$ cat src/rtl/mux_pkg.sv
// rtl/mux_pkg.sv - shared constants for the TDM channel selector
package mux_pkg;

  localparam logic MODE_MANUAL = 1'b0;
  localparam logic MODE_SCAN   = 1'b1;

endpackage

$ cat src/rtl/mux_tdm_sel_if.sv
// rtl/mux_tdm_sel_if.sv - source/sink bundle of the selector (y_par present under MUX_TDM_PARITY_EN)
interface mux_tdm_sel_if #(
  parameter int N_CH = 8,
  parameter int DW   = 8
);
  localparam int SEL_W = $clog2(N_CH);

  logic [N_CH*DW-1:0] d;
  logic [N_CH-1:0]    d_valid;
  logic [N_CH-1:0]    d_ack;
  logic               mode;
  logic [SEL_W-1:0]   s;
  logic [DW-1:0]      y;
  logic [SEL_W-1:0]   y_ch;
  logic               y_valid;
  logic               y_ready;
`ifdef MUX_TDM_PARITY_EN
  logic               y_par;

  modport slave (
    input  d, d_valid, mode, s, y_ready,
    output d_ack, y, y_ch, y_valid, y_par
  );

  modport master (
    output d, d_valid, mode, s, y_ready,
    input  d_ack, y, y_ch, y_valid, y_par
  );
`else
  modport slave (
    input  d, d_valid, mode, s, y_ready,
    output d_ack, y, y_ch, y_valid
  );

  modport master (
    output d, d_valid, mode, s, y_ready,
    input  d_ack, y, y_ch, y_valid
  );
`endif

endinterface

$ cat src/rtl/mux_tdm_sel_rr_pick.sv
// rtl/mux_tdm_sel_rr_pick.sv - cyclic first-one finder starting just after ptr
module rr_pick #(
  parameter int N_CH  = 8,
  parameter int SEL_W = 3
) (
  input  logic [N_CH-1:0]  req,
  input  logic [SEL_W-1:0] ptr,
  output logic [SEL_W-1:0] cand,
  output logic             hit
);

  // Two passes: channels above ptr first, then wrap to 0..ptr, so ptr itself is last.
  always_comb begin
    cand = '0;
    hit  = 1'b0;
    for (int k = 0; k < N_CH; k++) begin
      if (!hit && (k > int'(ptr)) && req[k]) begin
        hit  = 1'b1;
        cand = SEL_W'(k);
      end
    end
    for (int k = 0; k < N_CH; k++) begin
      if (!hit && (k <= int'(ptr)) && req[k]) begin
        hit  = 1'b1;
        cand = SEL_W'(k);
      end
    end
  end

endmodule

$ cat src/rtl/mux_tdm_sel.sv
// rtl/mux_tdm_sel.sv - registered N-channel selector, manual or round-robin; parity via MUX_TDM_PARITY_EN
module mux_tdm_sel
  import mux_pkg::*;
#(
  parameter int N_CH = 8,
  parameter int DW   = 8
) (
  input  logic         clk,
  input  logic         rst_n,
  mux_tdm_sel_if.slave bus
);

  localparam int SEL_W = $clog2(N_CH);

  logic [SEL_W-1:0] ptr_q;
  logic [DW-1:0]    y_q;
  logic [SEL_W-1:0] y_ch_q;
  logic             y_valid_q;

  logic [SEL_W-1:0] scan_cand;
  logic             scan_hit;
  logic             man_hit;
  logic [SEL_W-1:0] cand;
  logic             hit;
  logic [DW-1:0]    cand_data;
  logic             load;
  logic             capture;

  rr_pick #(
    .N_CH  (N_CH),
    .SEL_W (SEL_W)
  ) u_pick (
    .req  (bus.d_valid),
    .ptr  (ptr_q),
    .cand (scan_cand),
    .hit  (scan_hit)
  );

  // Manual decode by comparison, so selects at or beyond N_CH simply never hit.
  always_comb begin
    man_hit = 1'b0;
    for (int k = 0; k < N_CH; k++) begin
      if (bus.s == SEL_W'(k)) begin
        man_hit = bus.d_valid[k];
      end
    end
  end

  // Pick the candidate for the current mode and fetch its data word.
  always_comb begin
    cand      = (bus.mode == MODE_SCAN) ? scan_cand : bus.s;
    hit       = (bus.mode == MODE_SCAN) ? scan_hit  : man_hit;
    cand_data = '0;
    for (int k = 0; k < N_CH; k++) begin
      if (cand == SEL_W'(k)) begin
        cand_data = bus.d[k*DW +: DW];
      end
    end
  end

  assign load    = !y_valid_q || bus.y_ready;
  assign capture = load && hit;

  // Acknowledge the captured channel; held low while reset is asserted.
  always_comb begin
    bus.d_ack = '0;
    for (int k = 0; k < N_CH; k++) begin
      if (rst_n && capture && (cand == SEL_W'(k))) begin
        bus.d_ack[k] = 1'b1;
      end
    end
  end

  // Output register: loads when empty or being drained; a miss only clears valid.
  always_ff @(posedge clk or negedge rst_n) begin
    if (!rst_n) begin
      y_q       <= '0;
      y_ch_q    <= '0;
      y_valid_q <= 1'b0;
      ptr_q     <= SEL_W'(N_CH - 1);
    end else if (load) begin
      if (hit) begin
        y_q       <= cand_data;
        y_ch_q    <= cand;
        y_valid_q <= 1'b1;
        if (bus.mode == MODE_SCAN) begin
          ptr_q <= cand;
        end
      end else begin
        y_valid_q <= 1'b0;
      end
    end
  end

`ifdef MUX_TDM_PARITY_EN
  logic y_par_q;

  // Parity tracks y exactly: same load and hit conditions.
  always_ff @(posedge clk or negedge rst_n) begin
    if (!rst_n) begin
      y_par_q <= 1'b0;
    end else if (capture) begin
      y_par_q <= ^cand_data;
    end
  end

  assign bus.y_par = y_par_q;
`endif

  assign bus.y       = y_q;
  assign bus.y_ch    = y_ch_q;
  assign bus.y_valid = y_valid_q;

endmodule
$ cat src/flat_wrapper.sv
// flat-port wrapper written by rule: the top's interface ports become plain ports
module mux_tdm_sel_flat import mux_pkg::*;
#(
  parameter int N_CH = 8,
  parameter int DW   = 8
)
  (clk, rst_n, bus_d, bus_d_valid, bus_mode, bus_s, bus_y_ready, bus_d_ack, bus_y, bus_y_ch, bus_y_valid);
  mux_tdm_sel_if #(.N_CH(N_CH), .DW(DW)) bus_i ();
  input  logic clk;
  input  logic rst_n;
  input wire logic [$bits(bus_i.d)-1:0] bus_d;
  input wire logic [$bits(bus_i.d_valid)-1:0] bus_d_valid;
  input wire logic [$bits(bus_i.mode)-1:0] bus_mode;
  input wire logic [$bits(bus_i.s)-1:0] bus_s;
  input wire logic [$bits(bus_i.y_ready)-1:0] bus_y_ready;
  output wire logic [$bits(bus_i.d_ack)-1:0] bus_d_ack;
  output wire logic [$bits(bus_i.y)-1:0] bus_y;
  output wire logic [$bits(bus_i.y_ch)-1:0] bus_y_ch;
  output wire logic [$bits(bus_i.y_valid)-1:0] bus_y_valid;
  assign bus_i.d = bus_d;
  assign bus_i.d_valid = bus_d_valid;
  assign bus_i.mode = bus_mode;
  assign bus_i.s = bus_s;
  assign bus_i.y_ready = bus_y_ready;
  assign bus_d_ack = bus_i.d_ack;
  assign bus_y = bus_i.y;
  assign bus_y_ch = bus_i.y_ch;
  assign bus_y_valid = bus_i.y_valid;
  mux_tdm_sel #(.N_CH(N_CH), .DW(DW)) u_core (.clk(clk), .rst_n(rst_n), .bus(bus_i));
endmodule
$ cat config.mk
export PLATFORM = sky130hd
export DESIGN_NAME = mux_tdm_sel_flat
export DESIGN_NICKNAME = d
export VERILOG_FILES = /design/src/rtl/mux_pkg.sv /design/src/rtl/mux_tdm_sel_if.sv /design/src/rtl/mux_tdm_sel_rr_pick.sv /design/src/rtl/mux_tdm_sel.sv /design/src/flat_wrapper.sv
export SDC_FILE = /design/constraint.sdc
export NUM_CORES = 1
export LEC_CHECK = 0
export BUFFER_PORTS_ARGS = -buffer_cell sky130_fd_sc_hd__buf_4
export CAP_MARGIN = 20
export CORE_ASPECT_RATIO = 1.5
export CORE_MARGIN = 1.5
export CORE_UTILIZATION = 35
export DETAILED_ROUTE_END_ITERATION = 6
export HOLD_SLACK_MARGIN = 0.1
export PLACE_DENSITY = 0.62
export SETUP_SLACK_MARGIN = 0.5
export SYNTH_ARGS = -nofsm -noshare
export SYNTH_HDL_FRONTEND = slang
export SYNTH_SLANG_ARGS = --single-unit
$ cat constraint.sdc
create_clock -name clk -period 3.01 [get_ports clk]
set_input_delay 0.1505 -clock clk [delete_from_list [all_inputs] [get_ports clk]]
set_output_delay 0.1505 -clock clk [all_outputs]
set_load 0.01 [all_outputs]
* Yosys cells after proc, flatten, opt, wreduce, memory -nomap -nowiden
Cells that the tools add are included.
** Cells by class
- Magnitude comparators :: 14
- Equality and inequality tests :: 14
- Muxes and demuxes :: 57
- Reduce and logical (&&, ||, !) cells :: 58
** Operator list (number)
- $mux 8 :: 8
- $mux 3 :: 14
- $logic_and 1x1->1 :: 38
- $mux 1 :: 34
- $eq 3x3->1 const B :: 8
- $logic_not 1->1 :: 15
- $eq 3x2->1 const B :: 4
- $gt 3x3->1 const A :: 4
- $le 3x3->1 const A :: 4
- $eq 3x1->1 const B :: 2
- $gt 2x3->1 const A :: 2
- $le 2x3->1 const A :: 2
- $logic_not 3->1 :: 2
- $gt 1x3->1 const A :: 1
- $le 1x3->1 const A :: 1
- $reduce_and 3->1 :: 1
- $mux 2 :: 1
- $reduce_and 2->1 :: 1
- $logic_or 1x1->1 :: 1
** Storage, ports and cells
- Bits in registers :: 15
- Bits of input ports :: 79
- Output and inout port bits :: 20
- Word-level logic and storage cells :: 147

* Depth between registers and ports, before layout
Gate-level depths: netlist (run 1).
- Depth in word-level cells :: 68
- Mapped depth :: 12
- Depth with buffers taken out :: 8

* By module
From an unflattened synthesis (run 1), not the netlist that was laid out.
** Second synthesis, totals
- Cell total of the unflattened synthesis :: 253
- Area total of the unflattened synthesis :: 1936.9 um^2
** By module, submodules not included
- mux_tdm_sel :: times used 1, cells each 182, area each 1480.2 um^2, sequential area each 379.1 um^2
- rr_pick :: times used 1, cells each 71, area each 456.7 um^2, sequential area each 0.0 um^2

* Least setup slack after synthesis (run 1)
No wires, ideal clock.
- Path type :: reg-to-reg
- Start :: reg u_core.ptr_q[1]
- End :: reg u_core.y_q[5], in the netlist u_core.bus.y[5]
- Library setup time :: 126 ps
- Data arrival time :: 2547 ps
- Required time :: 2884 ps
- Slack :: 337 ps
- Cell stages (with the launch flop) :: 11
- Path buffers :: 2
- Clock period less this slack :: 2673 ps
- Path through :: dfstp_2 -> buf_6 -> o21a_1 -> o21ba_1 -> o32ai_2 -> a311oi_2 -> a21oi_2 -> buf_2 -> mux2i_1 -> o211ai_1 -> a221o_1
** Between the ends
- Cells in the longest elaborated chain, start to end :: 68
- Elaborated cells on any way between the ends :: 105
- Classes of those cells :: 14 x order compare; 7 x eq/ne; 40 x mux; 44 x reduce/logical
** RTL lines
- start: declaration :: line mux_tdm_sel.sv:15 : logic [SEL_W-1:0] ptr_q;
- start signal: assignment :: line mux_tdm_sel.sv:80 : ptr_q <= SEL_W'(N_CH - 1);
- start signal: assignment :: line mux_tdm_sel.sv:87 : ptr_q <= cand;
- $gt 1x3->1 :: line mux_tdm_sel_rr_pick.sv:17 : if (!hit && (k > int'(ptr)) && req[k]) begin
- $logic_and 1x1->1 :: line mux_tdm_sel_rr_pick.sv:17
- $mux 1 :: line mux_tdm_sel_rr_pick.sv:17
- $logic_not 1->1 :: line mux_tdm_sel_rr_pick.sv:17
- $logic_and 1x1->1 (2 in a row) :: line mux_tdm_sel_rr_pick.sv:17
- $mux 1 :: line mux_tdm_sel_rr_pick.sv:17
- $logic_not 1->1 :: line mux_tdm_sel_rr_pick.sv:17
- $logic_and 1x1->1 (2 in a row) :: line mux_tdm_sel_rr_pick.sv:17
- [41 not listed]
- $logic_and 1x1->1 (2 in a row) :: line mux_tdm_sel_rr_pick.sv:23 : if (!hit && (k <= int'(ptr)) && req[k]) begin
- $mux 1 :: line mux_tdm_sel_rr_pick.sv:23
- $logic_not 1->1 :: line mux_tdm_sel_rr_pick.sv:23
- $logic_and 1x1->1 (2 in a row) :: line mux_tdm_sel_rr_pick.sv:23
- $mux 3 :: line mux_tdm_sel_rr_pick.sv:23
- $mux 3 :: line mux_tdm_sel.sv:51 : cand = (bus.mode == MODE_SCAN) ? scan_cand : bus.s;
- $logic_not 3->1 :: line mux_tdm_sel.sv:55 : if (cand == SEL_W'(k)) begin
- $mux 8 (8 in a row) :: line mux_tdm_sel.sv:55
- end signal: assignment :: line mux_tdm_sel.sv:83 : y_q <= cand_data;
- end: declaration :: line mux_tdm_sel.sv:16 : logic [DW-1:0] y_q;
Parallel ways exist; a longest one is shown, timed or not.
A chain may end at the register's enable or synchronous reset.

* Final worst setup path (run 1)
- Start :: reg u_core.ptr_q[0]
- End :: reg u_core.y_q[2], in the netlist u_core.bus.y[2]
The elaborated chain is that of the path after synthesis.

==> run_results.csv, run 1 <==
group,metric,value,unit
die,core.rowCount,34,
timing,finalWorstPathRequiredPeriod,2.798,ns
worst_setup_path,crit_path_top_delay_cell,"dfstp_2",
flow_run,cap_viol_max_count,0,
worst_setup_path,path_common_cell,"buf_6",
worst_setup_path,r2r_slack,0.21,ns
drt,via_per_inst,5.801,
final_layout,antenna_cells_inserted,0,
yosys,synthCells,243,
worst_setup_path,critical_path.max_fanout,8,
yosys,synth-seq-area-share,0.1844,
yosys,synth_top_cell_by_area,"dfrtp_1",
yosys,ys_async_sr_fraction,1.000,
drt,dr.pass1.iters,7,
final_layout,flow.area_growth_from_synthesis,73.22,%
worst_setup_path,critPathArrivalTime,2.93,ns
yosys,synth_edf_count,0,
yosys,yosys_warnings,0,
placement,finalWeightedCongestion,0.8881,
timing,relSlewSlack,0.5494,
final_layout,post_route_cells_drive_above_1_share,0.6000,
yosys,syn-cell-area,2056,µm²
yosys,ys_ff_latch,15,
timing,timing.final.max_slew_violations,0,
final_layout,final_common_cell,"buf_4",
clock_tree,clkSlewWorstSetupHoldPaths,0.06,ns
power,p_leak,1.542,nW
die,initial_core_util,0.3580,
worst_setup_path,cpPeakStageDelay,0.64,ns
placement,placement.cell_area,2910,µm²
yosys,synth_top_cells_by_area,"dfrtp_1, mux2i_1, dfstp_2",
worst_setup_path,cp-end-kind,"flop",
clock_tree,cts.sink_count,15,
clock_tree,tritoncts,"yes",
worst_setup_path,crit_chain,"buf_6 > nand2_4 > o21ba_4 > o32ai_4 > and4b_2 > nor2_4 > buf_6 > buf_6 > nand4_1 > o211ai_1 > a221o_1",
clock_tree,clk_path_buf_depth,2,
timing,fin_setup_tns,0,ns
global_route,antenna_found_initial,0,
placement,dp_hpwl,5918,µm
placement,place.port_buffers,98,
hold_path,hold_class,"in2reg",
worst_setup_path,endpoint_required_time_on_the_critical_path,3.14,ns
status,outcome,"finished clean",
drt,wl,8446,µm
global_route,first_global_vias,2756,
drt,avgRoutedWirePerCell,18.69,µm
die,boundaryPins,99,
timing,final_min_period_over_clock_period,0.9297,
yosys,netlist.area_leader.share,0.1461,
timing,fmaxAchievable,0.3574,GHz
clock_tree,cts_inserted_buffers,3,
final_layout,share_of_the_core_filled_with_cells_in_the_final_layout,0.6200,
die,die_h,96.87,µm
clock_tree,cts_root_buffer,"clkbuf_8",
clock_tree,htree_num_levels,1,
yosys,synthesized_area_divided_by_synthesized_cell_count,8.460,µm²
timing,finalSetupViolations,0,
power,worst_ir_drop_vdd,0.0002965,V
yosys,synth.lib_cells_used.distinct,60,
final_layout,fin_nets,460,
worst_setup_path,setup.worst_path.start_class,"flop",
drt,vias,2622,
worst_setup_path,timing.setup.critical_path_class,"reg2reg",
power,cellPowerDensity,783.4,nW/µm²
global_route,grt_pass1_wl,13430,µm
timing,finalHoldViolations,0,
timing,worst_pin_slew,0.6715,ns
final_layout,finalInstanceArea,3561,µm²
die,floorplan.die_area,6352,µm²
global_route,gr-usage-all-layers,0.2686,
yosys,ys.flop_type,"dfrtp_1",
drt,drt_drc_violations_left,0,
yosys,synth_fp_nets,322,
timing,finalClockSkew,0.0007921,ns
die,die_width,65.58,µm
timing,rsz0062_at_grt,"true",
clock_tree,clock_latency,0.25,ns
global_route,grt-ovfl-total,0,
global_route,grt_start_max_net_pins,20,
drt,antenna_violating_nets_post_route,0,
final_layout,layout.cells.most_common_list,"buf_4, buf_6, dfrtp_1",
drt,drt_iter0_drc,134,
die,design.core.area,5743,µm²
path summary, 6_finish.rpt:
kind / depth (start not counted) / start / end
setup / recovery: 11 / u_core.ptr_q[0] / u_core.bus.y[2]
hold / removal: 3 / bus_y_ready / u_core.bus.y_valid
setup reg to reg: 11 / u_core.ptr_q[0] / u_core.bus.y[2]
hold reg to reg: 1 / u_core.bus.y_ch[0] / u_core.bus.y_ch[0]
max in group asynchronous: 2 / rst_n / u_core.ptr_q[0]
min in group asynchronous: 2 / rst_n / u_core.bus.y_valid
cell families after synthesis:
family                 Yosys count  synth area share
buffers and inverters           27           0.07790
flip-flops                      15            0.1844
AO/OA/AOI/OAI                   91            0.3774
AND/OR/NAND/NOR                 93            0.2635
multiplexers                    17           0.09677
critical path: cells and delay by family (launching register included):
family,cells,cell delay (ns)
buffers and inverters,3,0.45
AND/OR/NAND/NOR,4,0.57
flip-flops,1,0.64
AO/OA/AOI/OAI,4,1.01
layer usage:
layer / track usage / wire [µm]
met5: 0 / 0
met4: 0.09455 / 295
met3: 0.01977 / 359
met2: 0.5102 / 4711
met1: 0.3012 / 3080
cell type report:
class / instances / area [µm²]
fill: 531 / 2182
timing repair buffer: 154 / 1246
tap: 72 / 90.09
inverter: 5 / 18.77
sequential: 15 / 379.1
clock buffer: 4 / 45.04
multi-input combinational: 202 / 1782
cell usage after synthesis, types with 3 or more instances:
master,number
buf_2,11
nor2_1,17
o211ai_1,9
nor3_1,8
a21o_1,3
nand2b_1,8
nand2_1,10
a21oi_1,10
o21a_1,10
mux2i_1,12
o221a_2,7
nand4_1,8
o2111a_1,7
o211ai_2,6
nor2b_1,11
mux2_2,3
o21ai_0,6
o21ai_1,3
dfstp_2,3
or3_1,7
dfrtp_1,12
a221o_1,7
buf_6,3
inv_1,5
nor3b_1,9
buf_4,6
a31oi_1,4
power breakdown:
group | switching [W] | leakage [nW] | total, W | internal, W
registers | 0.0000991 | 0.176 | 0.000406 | 0.000307
logic | 0.00107 | 1.34 | 0.00222 | 0.00115
clock network | 0.0000722 | 0.0228 | 0.000166 | 0.0000937
repair_timing:
action / CTS / global route
pin swaps: 36 / 22
hold endpoints to repair: 15 / 0
hold buffers: 1 / 0
resized for setup: 61 / 14
cloned: 1 / 0
endpoints found under the setup margin: 22 / 18
setup buffers: 31 / 4
sequential cells by signal (all words and copies together) (netlist names):
register and count:
u_core.bus.y_valid 1, u_core.bus.y_ch 3, u_core.bus.y 8, u_core.ptr_q 3
metrics by stage:
step / worst slack [ns] / instances / power, W / hold WS (ns)
after floorplan: 0.4447 / 243 / 0.001434 / -0.1451
after CTS: 0.3229 / 448 / 0.002648 / 0.2183
final: 0.2117 / 452 / 0.002790 / 0.2209
after detailed placement: 0.03233 / 411 / 0.001942 / 0.02425
after global routing: 0.1692 / 452 / 0.002960 / 0.2245
after global placement: 0.04713 / 411 / 0.001941 / 0.02351
Power figures use the tool's default switching activity.
==> run 2, diff against run 1 <==
- CTS_BUF_LIST: unset -> sky130_fd_sc_hd__clkbuf_4 sky130_fd_sc_hd__clkbuf_8
==> run_results.csv, run 2 (synthesis results as in run 1) <==
group,metric,value,unit
status,outcome,"finished clean",
final_layout,seqCellArea,379.1,µm²
final_layout,flow.area_growth_from_synthesis,73.40,%
clock_tree,clkSlewWorstSetupHoldPaths,0.06,ns
drt,antenna_violating_nets_post_route,0,
drt,drt_drc_violations_left,0,
worst_setup_path,crit_chain,"buf_6 > nand2_4 > o21ba_4 > o32ai_4 > and4b_2 > nor2_4 > buf_6 > buf_4 > nor3_4 > buf_4",
flow_run,cap_viol_max_count,0,
worst_setup_path,timing.setup.critical_path_class,"reg2out",
final_layout,multiInputGateArea,1782,µm²
timing,rsz0062_at_grt,"true",
hold_path,hold_path_end,"u_core.bus.y_valid",
worst_setup_path,crit_path_top_delay_cell,"dfstp_2",
placement,dp_hpwl,5918,µm
worst_setup_path,critical_path.max_fanout,8,
clock_tree,cts.sink_count,15,
timing,timing.final.max_slew_violations,0,
placement,preCtsSetupSlack,0.03233,ns
clock_tree,clk_path_buf_depth,2,
global_route,grt_pass1_wl,13430,µm
timing,finalClockSkew,0.001600,ns
hold_path,hold_class,"in2reg",
worst_setup_path,endpoint_required_time_on_the_critical_path,2.86,ns
worst_setup_path,ff2ff_path_depth,11,
drt,drt_iter0_drc,126,
worst_setup_path,setup.worst_path.start_class,"flop",
placement,place.port_buffers,98,
timing,worst_pin_slew,0.6712,ns
power,cellPowerDensity,785.2,nW/µm²
timing,finalHoldViolations,0,
drt,vias,2623,
global_route,first_global_vias,2757,
clock_tree,cts_root_buffer,"clkbuf_8",
final_layout,fillerInstances,529,
hold_path,whs_path_depth,3,
drt,avgRoutedWirePerCell,18.65,µm
die,core.rowCount,34,
global_route,grt-ovfl-total,0,
final_layout,post_route_cells_drive_above_1_share,0.6026,
final_layout,final_common_cell,"buf_4",
hold_path,holdCritStartpoint,"bus_y_ready",
placement,finalWeightedCongestion,0.8881,
die,boundaryPins,99,
clock_tree,htree_num_levels,1,
worst_setup_path,r2r_slack,0.22,ns
power,worst_ir_drop_vdd,0.0002960,V
die,die_h,96.87,µm
worst_setup_path,critPathArrivalTime,2.65,ns
timing,finalSetupViolations,0,
drt,wl,8431,µm
die,floorplan.die_area,6352,µm²
worst_setup_path,rr_endpoint,"u_core.bus.y[2]",
timing,setup_ws,0.2110,ns
global_route,antenna_found_initial,0,
die,design.core.area,5743,µm²
final_layout,layout.cells.most_common_list,"buf_4, buf_6, dfrtp_1",
clock_tree,cts_inserted_buffers,3,
die,die_width,65.58,µm
clock_tree,clock_latency,0.25,ns
worst_setup_path,cpPeakStageDelay,0.64,ns
final_layout,fin_nets,460,
final_layout,max_reg_flops,8,
timing,relSlewSlack,0.5496,
worst_setup_path,crit-reg2reg-launch,"u_core.ptr_q[0]",
power,p_leak,1.546,nW
timing,finalWorstPathRequiredPeriod,2.799,ns
global_route,gr-usage-all-layers,0.2686,
drt,via_per_inst,5.803,
timing,fin_setup_tns,0,ns
drt,dr.pass1.iters,6,
timing,final_min_period_over_clock_period,0.9299,
final_layout,antenna_cells_inserted,0,
timing,fmaxAchievable,0.3573,GHz
die,initial_core_util,0.3580,
global_route,grt_start_max_net_pins,20,
clock_tree,tritoncts,"yes",
worst_setup_path,cp-end-kind,"primary output",
[run 2: cell type report]
| type | count | area share |
|---|---|---|
| multi-input cells | 202 | 0.4998 |
| repair buffers | 154 | 0.3496 |
| flip-flops and latches | 15 | 0.1064 |
| well taps | 72 | 0.02527 |
| clock buffers | 4 | 0.01369 |
| inverters | 5 | 0.005265 |
[run 2: through the flow]
stage	cells	cell area (µm²)	power (W)	hold slack, ns	util
6_report	452	3565	0.002799	0.2210	0.6207
5_1_grt	452	3565	0.002969	0.2245	0.6207
4_1_cts	448	3465	0.002657	0.2183	0.6033
3_5_place_dp	411	2910	0.001942	0.02425	0.5068
3_3_place_gp	411	2910	0.001941	0.02351	0.5068
2_1_floorplan	243	2086	0.001434	-0.1451	-
[run 2: where the power goes]
group	internal, W	switching (W)	total (W)	leakage (nW)
clock	0.000103	0.0000733	0.000176	0.0262
sequential	0.000307	0.0000986	0.000405	0.176
combinational	0.00115	0.00106	0.00222	1.34
total	0.00156	0.00124	0.00280	1.55
[run 2: worst max-delay path: cells and delay by family, from the launching register on]
kind,cells,cell delay (ns)
and+or+nand+nor,4,0.63
AOI/OAI and AO/OA,2,0.50
DFF,1,0.64
buffers and inverters,4,0.62
[run 2: timing repair]
item | 4_1_cts | 5_1_grt
setup buffers | 31 | 4
cloned | 1 | 0
pin swaps | 36 | 22
setup endpoints to repair | 22 | 18
resized for setup | 61 | 14
hold buffers | 1 | 0
hold endpoints to repair | 15 | 0
[run 2: worst max path at each step]
stage	start	to	slack, ns
after floorplan	u_core.ptr_q[1]	u_core.bus.y[6]	0.44
after global placement	u_core.ptr_q[0]	u_core.bus.y[0]	0.05
after detailed placement	u_core.ptr_q[0]	u_core.bus.y[0]	0.03
after CTS	u_core.ptr_q[0]	u_core.bus.y[6]	0.32
after global routing	u_core.ptr_q[0]	u_core.bus.y[7]	0.17
final	u_core.ptr_q[0]	bus_d_ack[7]	0.21
[run 2: layer usage]
layer / GRT usage / up-vias / wire (µm) / part of all wire
met2: 0.5102 / 114 / 4680 / 0.56
met3: 0.01977 / 23 / 352 / 0.042
met4: 0.09455 / 0 / 298 / 0.035
met5: 0 / - / 0 / 0
li1: - / 1237 / - / -
met1: 0.3012 / 1249 / 3099 / 0.37
==> run 3, diff against run 2 <==
==> constraint.sdc (replaced) <==
create_clock -name clk -period 3.01 [get_ports clk]
set_input_delay 0.1505 -clock clk [delete_from_list [all_inputs] [get_ports clk]]
set_output_delay 0.1505 -clock clk [all_outputs]
set_load 0.05 [all_outputs]
==> run_results.csv, run 3 (synthesis results as in run 1) <==
group,metric,value,unit
status,outcome,"finished clean",
drt,avgRoutedWirePerCell,19.77,µm
final_layout,finished_layout_cells,469,
hold_path,holdCritStartpoint,"bus_y_ready",
placement,placed_cells,407,
global_route,antenna_found_initial,0,
clock_tree,clkSlewWorstSetupHoldPaths,0.07,ns
timing,final_min_period_over_clock_period,0.9553,
global_route,grt.met2_usage,0.4976,
timing,hold-worst-slack,0.2122,ns
hold_path,hold_path_end,"u_core.bus.y_valid",
drt,wl,9274,µm
global_route,gr-usage-all-layers,0.2727,
power,p_leak,1.702,nW
die,boundaryPins,99,
worst_setup_path,rr_endpoint,"u_core.bus.y[6]",
placement,finalWeightedCongestion,0.9179,
timing,finalClockSkew,0.006766,ns
drt,dr.pass1.iters,4,
global_route,busiest_layer,"met2",
worst_setup_path,endpoint_required_time_on_the_critical_path,3.16,ns
die,floorplan.die_area,6352,µm²
power,total_switching_power,0.001625,W
global_route,grt_pass1_wl,13600,µm
global_route,grt-ovfl-total,0,
global_route,grt_start_max_net_pins,20,
power,cellPowerDensity,896.0,nW/µm²
power,share_clk_of_total_power,0.051,
timing,timing.final.max_slew_violations,0,
final_layout,final_common_cell,"buf_4",
worst_setup_path,critPathArrivalTime,3.02,ns
global_route,grtUsageMet3,0.03256,
drt,vias,2776,
power,power_frac_seq,0.113,
worst_setup_path,setup.worst_path.start_class,"flop",
final_layout,share_of_the_core_filled_with_cells_in_the_final_layout,0.6769,
final_layout,max_reg_flops,8,
timing,rsz0062_at_grt,"true",
drt,via_per_inst,5.919,
placement,dp_hpwl,5965,µm
timing,finalSetupViolations,0,
clock_tree,tritoncts,"yes",
flow_run,cap_viol_max_count,0,
timing,finalHoldViolations,0,
worst_setup_path,cp-end-kind,"flop",
clock_tree,cts_inserted_buffers,3,
worst_setup_path,r2r_slack,0.13,ns
placement,place.port_buffers,98,
hold_path,hold_class,"in2reg",
die,die_h,96.87,µm
final_layout,post_route_cells_drive_above_1_share,0.6121,
timing,fmaxAchievable,0.3478,GHz
worst_setup_path,critical_path.max_fanout,7,
clock_tree,clk_path_buf_depth,2,
clock_tree,htree_num_levels,1,
timing,relSlewSlack,0.6795,
power,worst_ir_drop_vdd,0.0004382,V
timing,fin_setup_tns,0,ns
drt,drt_drc_violations_left,0,
clock_tree,cts.sink_count,15,
worst_setup_path,timing.setup.critical_path_class,"reg2reg",
final_layout,fin_nets,477,
power,internal_power,0.001859,W
timing,finalWorstPathRequiredPeriod,2.875,ns
die,initial_core_util,0.3580,
die,design.core.area,5743,µm²
worst_setup_path,ff2ff_path_depth,12,
die,die_width,65.58,µm
final_layout,layout.cells.most_common_list,"buf_4, buf_6, dfrtp_1",
final_layout,flow.area_growth_from_synthesis,89.11,%
power,share_comb_of_total_power,0.836,
clock_tree,cts_root_buffer,"clkbuf_8",
global_route,first_global_vias,2832,
die,core.rowCount,34,
timing,worst_pin_slew,0.4770,ns
power,power.share.switching,0.4664,
final_layout,antenna_cells_inserted,0,
global_route,global_route.usage.met1,0.2935,
clock_tree,clock_latency,0.26,ns
hold_path,whs_path_depth,3,
drt,antenna_violating_nets_post_route,0,
drt,drt_iter0_drc,152,
worst_setup_path,crit-reg2reg-launch,"u_core.ptr_q[1]",
==> run 3: what timing repair did <==
action | CTS | global route
hold buffers | 1 | 0
resized for setup | 49 | 31
gates cloned | 2 | 1
pin swaps | 22 | 14
setup buffers | 43 | 11
endpoints found under the setup margin | 22 | 21
endpoints found under the hold margin | 15 | 0
==> run 3: worst max-delay path, cell delays in order (launching register included) <==
cell and delay, ns:
dfstp_2 0.62, buf_6 0.13, o21a_1 0.17, o21ba_4 0.18
o32ai_4 0.27, a311oi_2 0.18, a21oi_4 0.29, buf_6 0.13
nand3_2 0.05, buf_6 0.14, buf_12 0.13, o2111a_1 0.12
a221o_1 0.34
==> run 3: final cells by class <==
type | instances | area (µm²)
Clock buffer | 3 | 41.29
Clock inverter | 1 | 5.005
Fill cell | 462 | 1856
Inverter | 5 | 18.77
Multi-Input combinational cell | 202 | 1828
Sequential cell | 15 | 379.1
Tap cell | 72 | 90.09
Timing Repair Buffer | 171 | 1525
==> run 3: metal layers <==
layer	up-vias	share of wire
met5	-	0
met4	0	0.044
met3	27	0.048
met2	124	0.54
met1	1354	0.37
li1	1271	-
==> run 3: worst max-delay path by stage <==
stage                       to       startpoint  slack, ns  depth (start not counted)
5_1_grt        u_core.bus.y[6]  u_core.ptr_q[0]       0.05                         12
4_1_cts        u_core.bus.y[6]  u_core.ptr_q[1]       0.22                         10
3_5_place_dp   u_core.bus.y[5]  u_core.ptr_q[1]       0.08                          8
6_report       u_core.bus.y[6]  u_core.ptr_q[1]       0.13                         12
3_3_place_gp      bus_d_ack[3]  u_core.ptr_q[2]       0.11                         10
2_1_floorplan  u_core.bus.y[6]  u_core.ptr_q[1]       0.44                         10
==> run 3: power groups by stage <==
stage	Sequential [W]	Clock, W	Combinational, W
global placement	0.000439	0	0.00177
finish	0.000395	0.000176	0.00291
CTS	0.000389	0.000173	0.00260
detailed placement	0.000439	0	0.00178
floorplan	0.000590	0	0.00115
global route	0.000402	0.000188	0.00303
==> run 3: metrics by stage <==
stage                     area [µm²]  power [W]  setup WS (ns)
after floorplan                 2200   0.001737         0.4433
after detailed placement        3002   0.002222        0.07973
after global placement          3002   0.002213         0.1082
final                           3887   0.003483         0.1345
after global routing            3887   0.003620        0.05151
after CTS                       3647   0.003158         0.2173
